`src/rtl/clk_div_gen_pkg.sv`:
```
// Shared types and helpers for the multi-channel clock divider.
// Optional start-phase support is enabled by defining CLK_DIV_GEN_PHASE_EN.
package clk_div_gen_pkg;

    typedef enum logic [1:0] {
        IDLE,
        DELAY,
        RUN
    } ch_state_e;

    localparam int unsigned DIV_MIN = 2;

    // high <= div-1 and phase <= div-1 are written as strict compares to avoid any wrap.
    function automatic logic cfg_valid(input int unsigned d,
                                       input int unsigned h,
                                       input int unsigned p,
                                       input logic        chk_phase);
        return (d >= DIV_MIN) && (h >= 1) && (h < d) && (!chk_phase || (p < d));
    endfunction

endpackage

```
`src/rtl/clk_div_gen_ch.sv`:
```
// One divided-clock channel: FSM, period counter, shadow config and registered outputs.
// With CLK_DIV_GEN_PHASE_EN undefined the DELAY state and phase shadow are removed.
module clk_div_gen_ch
    import clk_div_gen_pkg::*;
#(
    parameter int unsigned DIV_W = 8
) (
    input  logic             clk,
    input  logic             rst_n,
    input  logic             en_i,
    input  logic [DIV_W-1:0] div_i,
    input  logic [DIV_W-1:0] high_i,
    input  logic [DIV_W-1:0] phase_i,
    output logic             clk_out_o,
    output logic             tick_o,
    output logic             active_o,
    output logic             cfg_err_o
);

`ifdef CLK_DIV_GEN_PHASE_EN
    localparam logic PhaseEn = 1'b1;
    logic [DIV_W-1:0] phase_q, phase_d;
`else
    localparam logic PhaseEn = 1'b0;
`endif

    ch_state_e        state_q, state_d;
    logic [DIV_W-1:0] cnt_q, cnt_d;
    logic [DIV_W-1:0] div_q, div_d;
    logic [DIV_W-1:0] high_q, high_d;
    logic             clk_out_q, clk_out_d;
    logic             tick_q, tick_d;
    logic             active_q, active_d;
    logic             cfg_err_q, cfg_err_d;
    logic             start_ok, reload_ok;

    // Phase only matters when starting from IDLE; it is ignored on period reloads.
    assign start_ok  = cfg_valid(32'(div_i), 32'(high_i), 32'(phase_i), PhaseEn);
    assign reload_ok = cfg_valid(32'(div_i), 32'(high_i), 32'(phase_i), 1'b0);

    always_ff @(posedge clk or negedge rst_n) begin
        if (!rst_n) begin
            state_q   <= IDLE;
            cnt_q     <= '0;
            div_q     <= '0;
            high_q    <= '0;
`ifdef CLK_DIV_GEN_PHASE_EN
            phase_q   <= '0;
`endif
            clk_out_q <= 1'b0;
            tick_q    <= 1'b0;
            active_q  <= 1'b0;
            cfg_err_q <= 1'b0;
        end else begin
            state_q   <= state_d;
            cnt_q     <= cnt_d;
            div_q     <= div_d;
            high_q    <= high_d;
`ifdef CLK_DIV_GEN_PHASE_EN
            phase_q   <= phase_d;
`endif
            clk_out_q <= clk_out_d;
            tick_q    <= tick_d;
            active_q  <= active_d;
            cfg_err_q <= cfg_err_d;
        end
    end

    always_comb begin
        state_d   = state_q;
        cnt_d     = cnt_q;
        div_d     = div_q;
        high_d    = high_q;
`ifdef CLK_DIV_GEN_PHASE_EN
        phase_d   = phase_q;
`endif
        cfg_err_d = 1'b0;
        unique case (state_q)
            IDLE: begin
                if (en_i) begin
                    if (start_ok) begin
                        div_d  = div_i;
                        high_d = high_i;
                        cnt_d  = '0;
`ifdef CLK_DIV_GEN_PHASE_EN
                        phase_d = phase_i;
                        state_d = (phase_i == '0) ? RUN : DELAY;
`else
                        state_d = RUN;
`endif
                    end else begin
                        cfg_err_d = 1'b1;
                    end
                end
            end
`ifdef CLK_DIV_GEN_PHASE_EN
            DELAY: begin
                if (!en_i) begin
                    state_d = IDLE;
                end else if (cnt_q == phase_q - 1'b1) begin
                    state_d = RUN;
                    cnt_d   = '0;
                end else begin
                    cnt_d = cnt_q + 1'b1;
                end
            end
`endif
            RUN: begin
                if (cnt_q == div_q - 1'b1) begin
                    if (!en_i) begin
                        state_d = IDLE;
                    end else begin
                        cnt_d = '0;
                        if (reload_ok) begin
                            div_d  = div_i;
                            high_d = high_i;
                        end else begin
                            cfg_err_d = 1'b1;
                        end
                    end
                end else begin
                    cnt_d = cnt_q + 1'b1;
                end
            end
            default: state_d = IDLE;
        endcase
    end

    // Outputs are registered from next-state values so they line up with the state register.
    always_comb begin
        clk_out_d = (state_d == RUN) && (cnt_d < high_d);
        tick_d    = (state_d == RUN) && (cnt_d == '0);
        active_d  = (state_d != IDLE);
    end

    assign clk_out_o = clk_out_q;
    assign tick_o    = tick_q;
    assign active_o  = active_q;
    assign cfg_err_o = cfg_err_q;

endmodule

```
`src/rtl/clk_div_gen.sv`:
```
// Multi-channel programmable clock divider; one clk_div_gen_ch per channel.
// Define CLK_DIV_GEN_PHASE_EN to enable per-channel start phase.
module clk_div_gen
    import clk_div_gen_pkg::*;
#(
    parameter int unsigned NUM_CH = 4,
    parameter int unsigned DIV_W  = 8
) (
    input  logic                    clk,
    input  logic                    rst_n,
    input  logic [NUM_CH-1:0]       en,
    input  logic [NUM_CH*DIV_W-1:0] div,
    input  logic [NUM_CH*DIV_W-1:0] high,
    input  logic [NUM_CH*DIV_W-1:0] phase,
    output logic [NUM_CH-1:0]       clk_out,
    output logic [NUM_CH-1:0]       tick,
    output logic [NUM_CH-1:0]       active,
    output logic [NUM_CH-1:0]       cfg_err
);

    for (genvar i = 0; i < NUM_CH; i++) begin : g_ch
        clk_div_gen_ch #(
            .DIV_W(DIV_W)
        ) u_ch (
            .clk      (clk),
            .rst_n    (rst_n),
            .en_i     (en[i]),
            .div_i    (div[i*DIV_W +: DIV_W]),
            .high_i   (high[i*DIV_W +: DIV_W]),
            .phase_i  (phase[i*DIV_W +: DIV_W]),
            .clk_out_o(clk_out[i]),
            .tick_o   (tick[i]),
            .active_o (active[i]),
            .cfg_err_o(cfg_err[i])
        );
    end

endmodule

```
`config.mk`:
```
export PLATFORM = sky130hd
export DESIGN_NAME = clk_div_gen
export DESIGN_NICKNAME = d
export VERILOG_FILES = /design/src/rtl/clk_div_gen_pkg.sv /design/src/rtl/clk_div_gen_ch.sv /design/src/rtl/clk_div_gen.sv
export SDC_FILE = /design/constraint.sdc
export NUM_CORES = 1
export LEC_CHECK = 0
export CORE_MARGIN = 10
export CORE_UTILIZATION = 45
export CTS_BUF_LIST = sky130_fd_sc_hd__clkbuf_4
export DETAILED_ROUTE_END_ITERATION = 10
export MAX_ROUTING_LAYER = met4
export PLACE_DENSITY = 0.69
export SYNTH_ARGS = -nofsm -noshare
export SYNTH_HDL_FRONTEND = slang
export SYNTH_SLANG_ARGS = --single-unit
```
`constraint.sdc`:
```
create_clock -name clk -period 4.61 [get_ports clk]
set_input_delay 0.922 -clock clk [delete_from_list [all_inputs] [get_ports clk]]
set_output_delay 0.922 -clock clk [all_outputs]
set_load 0.005 [all_outputs]
```
=== Word-level counts from Yosys, hierarchy flattened ===
Index checks and enable logic that the tools add are counted.

* Register bits after elaboration: 120
* Bits of input ports: 102
* Word-level logic and storage cells: 196

* $add $sub $neg: 8
* Order comparisons: 16
* Equality and inequality tests: 16
* Mux-type cells: 88
* Reductions and logical operators: 36

{| class="wikitable"
|+ Operators with widths
! cell !! number
|-
| 2-to-1 mux 8 bit || 40
|-
| one-hot mux 8 bit (2 select lines) || 12
|-
| < comparator 8 bit || 8
|-
| adder 8 x 1 -> 8 bit (second input constant) || 4
|-
| equality test 8 bit || 4
|-
| >= comparator 8 x 1 -> 1 bit (second input constant) || 4
|-
| >= comparator 8 x 2 -> 1 bit (second input constant) || 4
|-
| logical NOT 8 bit || 4
|-
| 2-to-1 mux 2 bit || 16
|-
| subtractor 8 x 1 -> 8 bit (second input constant) || 4
|-
| equality test 2 bit (second input constant) || 8
|-
| logical AND 1 bit || 16
|-
| one-hot mux 2 bit (2 select lines) || 4
|-
| nonzero test 2 bit || 8
|-
| 2-to-1 mux 1 bit || 12
|-
| logical NOT 2 bit || 4
|-
| != test 2 x 1 -> 1 bit (second input constant) || 4
|-
| one-hot mux 1 bit (2 select lines) || 4
|-
| AND reduction 2 bit || 4
|}

=== Longest topological paths before layout ===
Gate-level depths: netlist (run 1).

* Depth after elaboration: 9
* Depth in mapped cells: 17
* Mapped depth without buffers: 16

=== Cells and area by module ===
A second synthesis (run 1) with hierarchy kept.

* Cell total of the unflattened synthesis: 863
* Area total of the unflattened synthesis: 8122.8 µm²

{| class="wikitable"
|+ By module, submodules not included
! module !! times used !! cells each !! area an instance (µm²)
|-
| clk_div_gen_ch at g_ch[0].u_ch ... || 2 || 211 || 2016.9
|-
| clk_div_gen_ch at g_ch[1].u_ch || 1 || 219 || 2045.7
|-
| clk_div_gen_ch at g_ch[3].u_ch || 1 || 222 || 2043.2
|}

=== Worst setup path after synthesis (run 1) ===
No wires, ideal clock.

* Path kind: input-to-reg
* Start point: input div[15]
* End point: register g_ch[1].u_ch.clk_out_q
* Library setup time: 0.083 ns
* Data arrival time: 4.127 ns
* Data required time: 4.527 ns
* Setup slack: 0.400 ns
* Cell stages on the path: 15
* Cell sequence: inv_1 -> ha_1 -> a221o_1 -> a211oi_1 -> nor3b_1 -> a21boi_0 -> clkbuf_1 -> buf_2 -> mux2i_1 -> ha_1 -> a21o_1 -> a21o_1 -> a211oi_1 -> nand2_1 -> o21ai_0

* Cells in the longest elaborated chain, start to end: 9
* Elaborated cells on any way between the ends: 17

{| class="wikitable"
|+ RTL lines
! what !! RTL line !! RTL
|-
| from (decl) || clk_div_gen.sv:12 || <nowiki>input logic [NUM_CH*DIV_W-1:0] div,</nowiki>
|-
| >= comparator 8 x 2 -> 1 bit || clk_div_gen_pkg.sv:18 || <nowiki>return (d >= DIV_MIN) && (h >= 1) && (h < d) && (!chk_phase || (p < d));</nowiki>
|-
| logical AND 1 bit || clk_div_gen_pkg.sv:18 ||
|-
| logical AND 1 bit (*) || clk_div_gen_pkg.sv:18 ||
|-
| 2-to-1 mux 8 bit || clk_div_gen_ch.sv:81, clk_div_gen_ch.sv:114 ||
|-
| 2-to-1 mux 8 bit || clk_div_gen_ch.sv:80 || <nowiki>if (en_i) begin</nowiki>
|-
| 2-to-1 mux 8 bit || clk_div_gen_ch.sv:109 || <nowiki>if (cnt_q == div_q - 1'b1) begin</nowiki>
|-
| one-hot mux 8 bit (2 select lines) || clk_div_gen_ch.sv:78 || <nowiki>unique case (state_q)</nowiki>
|-
| < comparator 8 bit || clk_div_gen_ch.sv:131 || <nowiki>clk_out_d = (state_d == RUN) && (cnt_d < high_d);</nowiki>
|-
| logical AND 1 bit (*) || clk_div_gen_ch.sv:131 ||
|-
| named net g_ch[1].u_ch.clk_out_d || clk_div_gen_ch.sv:31 || <nowiki>logic clk_out_q, clk_out_d;</nowiki>
|-
| to (signal assigned) || clk_div_gen_ch.sv:62 || <nowiki>clk_out_q <= clk_out_d;</nowiki>
|-
| to (decl) || clk_div_gen_ch.sv:31 ||
|}

The timed path passes the listed nets; every way through them passes the cells marked *.
A chain may end at the register's enable or synchronous reset.

=== Final worst setup path (run 1) ===
* Start point: input div[10]
* End point: register g_ch[1].u_ch.clk_out_q

* Elaborated cells on any way between the ends: 17

{| class="wikitable"
|+ RTL lines
! what !! RTL line !! RTL
|-
| >= comparator 8 x 2 -> 1 bit || clk_div_gen_pkg.sv:18 ||
|-
| logical AND 1 bit || clk_div_gen_pkg.sv:18 ||
|-
| logical AND 1 bit (*) || clk_div_gen_pkg.sv:18 ||
|-
| 2-to-1 mux 8 bit (*) || clk_div_gen_ch.sv:81 || <nowiki>if (start_ok) begin</nowiki>
|-
| 2-to-1 mux 8 bit (*) || clk_div_gen_ch.sv:80 ||
|-
| one-hot mux 8 bit (2 select lines) (*) || clk_div_gen_ch.sv:78 ||
|-
| named net g_ch[1].u_ch.cnt_d[4] || clk_div_gen_ch.sv:28 || <nowiki>logic [DIV_W-1:0] cnt_q, cnt_d;</nowiki>
|-
| < comparator 8 bit (*) || clk_div_gen_ch.sv:131 ||
|-
| logical AND 1 bit (*) || clk_div_gen_ch.sv:131 ||
|-
| named net g_ch[1].u_ch.clk_out_d || clk_div_gen_ch.sv:31 ||
|}

Marks and branches as above.

==> reports/qor.txt, run 1 <==
worst-margin pin slew = 0.856 ns
first-iteration detailed-routing DRC count = 350
result of the run = finished clean
warnings from Yosys = 0
DRC = 0
number of top-level pins = 118
most common cell after layout, fill and taps aside = sky130_fd_sc_hd__dfrtp_1
adder-cell share of the synthesized area = 0.103
floorplan row count = 47
input/output buffers = 85
sequential share of power = 0.425
initial core utilization = 0.463
total clock buffers created by CTS = 17
share of flip-flops with an asynchronous set or reset = 1.00
Clock Tree Root = sky130_fd_sc_hd__clkbuf_4
half-perimeter wire length after placement = 13.2 mm
final hold violation count = 0
number of levels in the clock H-tree = 4
global placement routability congestion = 0.844
type of the tightest min-delay check = in -> async
area taken by flip-flops and latches = 0.00300 mm^2
max-cap check violation count = 0
number of synthesized register bits = 120
setup violation total in the final timing report = 0
post-cts resize count = 0
normalized max-slew margin = 0.424
post-synthesis share of cell area spent on and, or, nand and nor gates = 0.173
Clock Sinks = 120
final setup slack of the worst path = 0.604 ns
CTS tree = yes
Internal Pwr Total = 2360 uW
type of the worst setup path = in -> reg
Synth cell types = 70
static leakage power = 0.00441 uW
clock input transition at the sequential cells of the worst setup and hold paths = 0.11 ns
Primary FF master, synth = sky130_fd_sc_hd__dfrtp_1
multi-input logic area = 0.00426 mm^2
part of the power in the clock network = 0.229
maximum number of pins on one net before global-route repair = 121
net load switching power = 1240 uW
Netlist Area Pre-Place = 0.00776 mm^2
arrival time at the worst endpoint = 4.45 ns
via count of the first global-routing pass = 6010
Layout fillers = 1567
commonest non-fill, non-tap cells in the layout = 120 x sky130_fd_sc_hd__dfrtp_1, 84 x sky130_fd_sc_hd__clkdlybuf4s50_1, 82 x sky130_fd_sc_hd__inv_1
fraction of final layout cells with drive strength greater than 1 = 0.0964
Clock Skews = 0.0164 ns
final worst path period share = 0.869
Die ar. = 0.0229 mm^2
unrepaired setup endpoints after global routing = false
worst-skew pair later-pin latency = 0.53 ns
total congestion overflow after global routing = 0
initial antenna violation count = 1
number of buffers inserted by hold repair at cts = 0
minimum period implied by the final worst setup slack = 4.01 ns
global-route usage over all layers = 0.160
combinational family with the most area after synthesis = simple AND/OR/NAND/NOR gates
final routed wirelength across all metal layers = 17.0 mm
area delta synth->final = 18.4%
Antenna Nets Post-Route = 0
number of buffers inserted by post-CTS setup repair = 0
first-pass detailed-route iteration total = 5
Power, Total = 3590 uW
Worst EP required = 5.06 ns
PwrDens = 391 mW/mm^2
die height = 151 um
net total in the final layout = 1078
highest fanout seen on the critical path = 5
highest attainable clock frequency = 0.250 GHz
setup_tns = 0 ns
Syn Area/Cell = 9.49 um^2
die width = 151 um
share of total power in combinational logic = 0.345
placeable core region = 0.0168 mm^2
parity-gate share of the synthesized area counting xor and xnor cells = 0.0474
maximum buffer depth of the clock tree = 2
first-pass GRT wire length = 29.0 mm
part of the Yosys area used for sequential elements = 0.387
total vias in the final route = 6149
per-cell routed wire length = 14.9 um
multiplexer area fraction after synthesis = 0.0804
fin util = 0.548
proportion of total power due to net switching = 0.344
Worst setup EP type = flop
number of vias per cell after detailed routing = 5.38
count of flip-flops with a built-in enable after synthesis = 0
share of the synthesized area in compound gates (AO/OA/AOI/OAI) = 0.142
post-place setup slack = 0.0815 ns
Worst setup SP type = primary input
number of standard cells after synthesis = 818
final worst hold slack = 0.448 ns
IR Drop Worst-Case VDD = 204 uV
Slew Viols, Final = 0
[worst max-delay path: stages]
cell and delay, ns:
sky130_fd_sc_hd__clkdlybuf4s50_1 0.47, sky130_fd_sc_hd__inv_1 0.05, sky130_fd_sc_hd__ha_1 0.30, sky130_fd_sc_hd__a211oi_1 0.21, sky130_fd_sc_hd__o21ai_0 0.14, sky130_fd_sc_hd__a211oi_1 0.23, sky130_fd_sc_hd__buf_4 0.16, sky130_fd_sc_hd__nor3b_1 0.22
sky130_fd_sc_hd__buf_4 0.16, sky130_fd_sc_hd__o22ai_1 0.13, sky130_fd_sc_hd__a21oi_1 0.22, sky130_fd_sc_hd__o21ai_0 0.18, sky130_fd_sc_hd__ha_1 0.23, sky130_fd_sc_hd__a21o_1 0.15, sky130_fd_sc_hd__a21o_1 0.17, sky130_fd_sc_hd__a211oi_1 0.29
sky130_fd_sc_hd__nand2_1 0.08, sky130_fd_sc_hd__o21ai_0 0.15
[stage by stage]
step / instances / instance area [um^2]
2_1_floorplan: 821 / 7780
3_3_place_gp: 1113 / 8880
3_5_place_dp: 1113 / 8880
4_1_cts: 1143 / 9190
5_1_grt: 1144 / 9190
6_report: 1144 / 9190
[logic make-up (layout without fill, tap and decap cells)]
| group | Yosys count | in the layout |
|---|---|---|
| buf+inv | 119 | 221 |
| mux | 60 | 60 |
| compound gates | 170 | 170 |
| other cells | 1 | 5 |
| fa+ha+maj | 64 | 64 |
| flops | 120 | 120 |
| xor+xnor | 42 | 42 |
| simple gates | 242 | 242 |
[area by class of cell]
class,instances,share of cell area
inverter,82,0.0335
antenna,1,0.000272
clock buffer,20,0.0163
multi-input combinational,582,0.463
tap,220,0.0299
clock inverter,10,0.0167
sequential,120,0.327
timing repair buffer,109,0.113
[path summary, 6_finish.rpt]
check,cells past startpoint,slack [ns],start,endpoint
hold / removal,2,0.45,rst_n,g_ch[3].u_ch.div_q[6]$_DFFE_PN0P_
setup reg to reg,14,0.73,g_ch[3].u_ch.div_q[0]$_DFFE_PN0P_,g_ch[3].u_ch.clk_out_o$_DFF_PN0_
min in group clk,2,0.49,g_ch[1].u_ch.high_q[5]$_DFF_PN0_,g_ch[1].u_ch.high_q[5]$_DFF_PN0_
setup / recovery,18,0.60,div[10],g_ch[1].u_ch.clk_out_o$_DFF_PN0_
hold reg to reg,2,0.49,g_ch[1].u_ch.high_q[5]$_DFF_PN0_,g_ch[1].u_ch.high_q[5]$_DFF_PN0_
max in group asynchronous,2,3.63,rst_n,g_ch[2].u_ch.cnt_q[6]$_DFF_PN0_
[layer usage]
layer / vias up / share of wire / GRT usage
met1: 2887 / 0.47 / 0.204
li1: 3113 / - / -
met4: 0 / 0.011 / 0.0419
met5: - / 0 / -
met3: 23 / 0.044 / 0.0382
met2: 126 / 0.47 / 0.250
[state kept, by name (all words and copies together), names as in the netlist]
register and count:
g_ch.u_ch.active_o 4, g_ch.u_ch.cfg_err_o 4, g_ch.u_ch.clk_out_o 4, g_ch.u_ch.cnt_q 32, g_ch.u_ch.div_q 32, g_ch.u_ch.high_q 32
g_ch.u_ch.state_q 8, g_ch.u_ch.tick_o 4
[synth_stat cells (all sizes together) (4+ instances only)]
library cell | instances | area share
xnor2 | 24 | 0.027
inv | 82 | 0.040
or3 | 7 | 0.0056
nor2b | 14 | 0.011
nand2 | 62 | 0.030
a21o | 14 | 0.014
or2 | 4 | 0.0032
mux2i | 41 | 0.053
buf | 22 | 0.019
a211oi | 5 | 0.0048
and3 | 15 | 0.012
a32oi | 6 | 0.0068
or4 | 5 | 0.0053
nor4 | 20 | 0.020
a21oi | 39 | 0.026
ha | 64 | 0.10
o211ai | 7 | 0.0085
and2 | 4 | 0.0032
nand4 | 10 | 0.0081
nor3b | 8 | 0.0077
nor3 | 10 | 0.0071
nand3 | 26 | 0.017
clkbuf | 15 | 0.0073
a31oi | 9 | 0.0073
mux2 | 19 | 0.028
a2111oi | 5 | 0.0064
nand3b | 6 | 0.0058
xor2 | 18 | 0.020
dfrtp | 120 | 0.39
nand2b | 13 | 0.010
nor2 | 26 | 0.013
o21ai | 55 | 0.036
[power groups by stage]
| stage | logic [uW] | registers, uW | clock network, uW |
|---|---|---|---|
| after global routing | 1420 | 1560 | 905 |
| after detailed placement | 1250 | 1550 | 0 |
| final | 1240 | 1530 | 824 |
| after global placement | 1220 | 1540 | 0 |
| after CTS | 1260 | 1530 | 850 |
| after floorplan | 935 | 1480 | 0 |
Power figures use the tool's default switching activity.
==> inputs of run 2 (changes only) <==
SKIP_CTS_REPAIR_TIMING = 1   (was not set)
==> results of run 2 <==
Final layout, timing and power as in run 1 (identical DEF).
==> inputs of run 3 (changes only) <==
SKIP_CTS_REPAIR_TIMING = not set   (was 1)
==> results of run 3 <==
Final layout, timing and power as in run 1 (identical DEF).
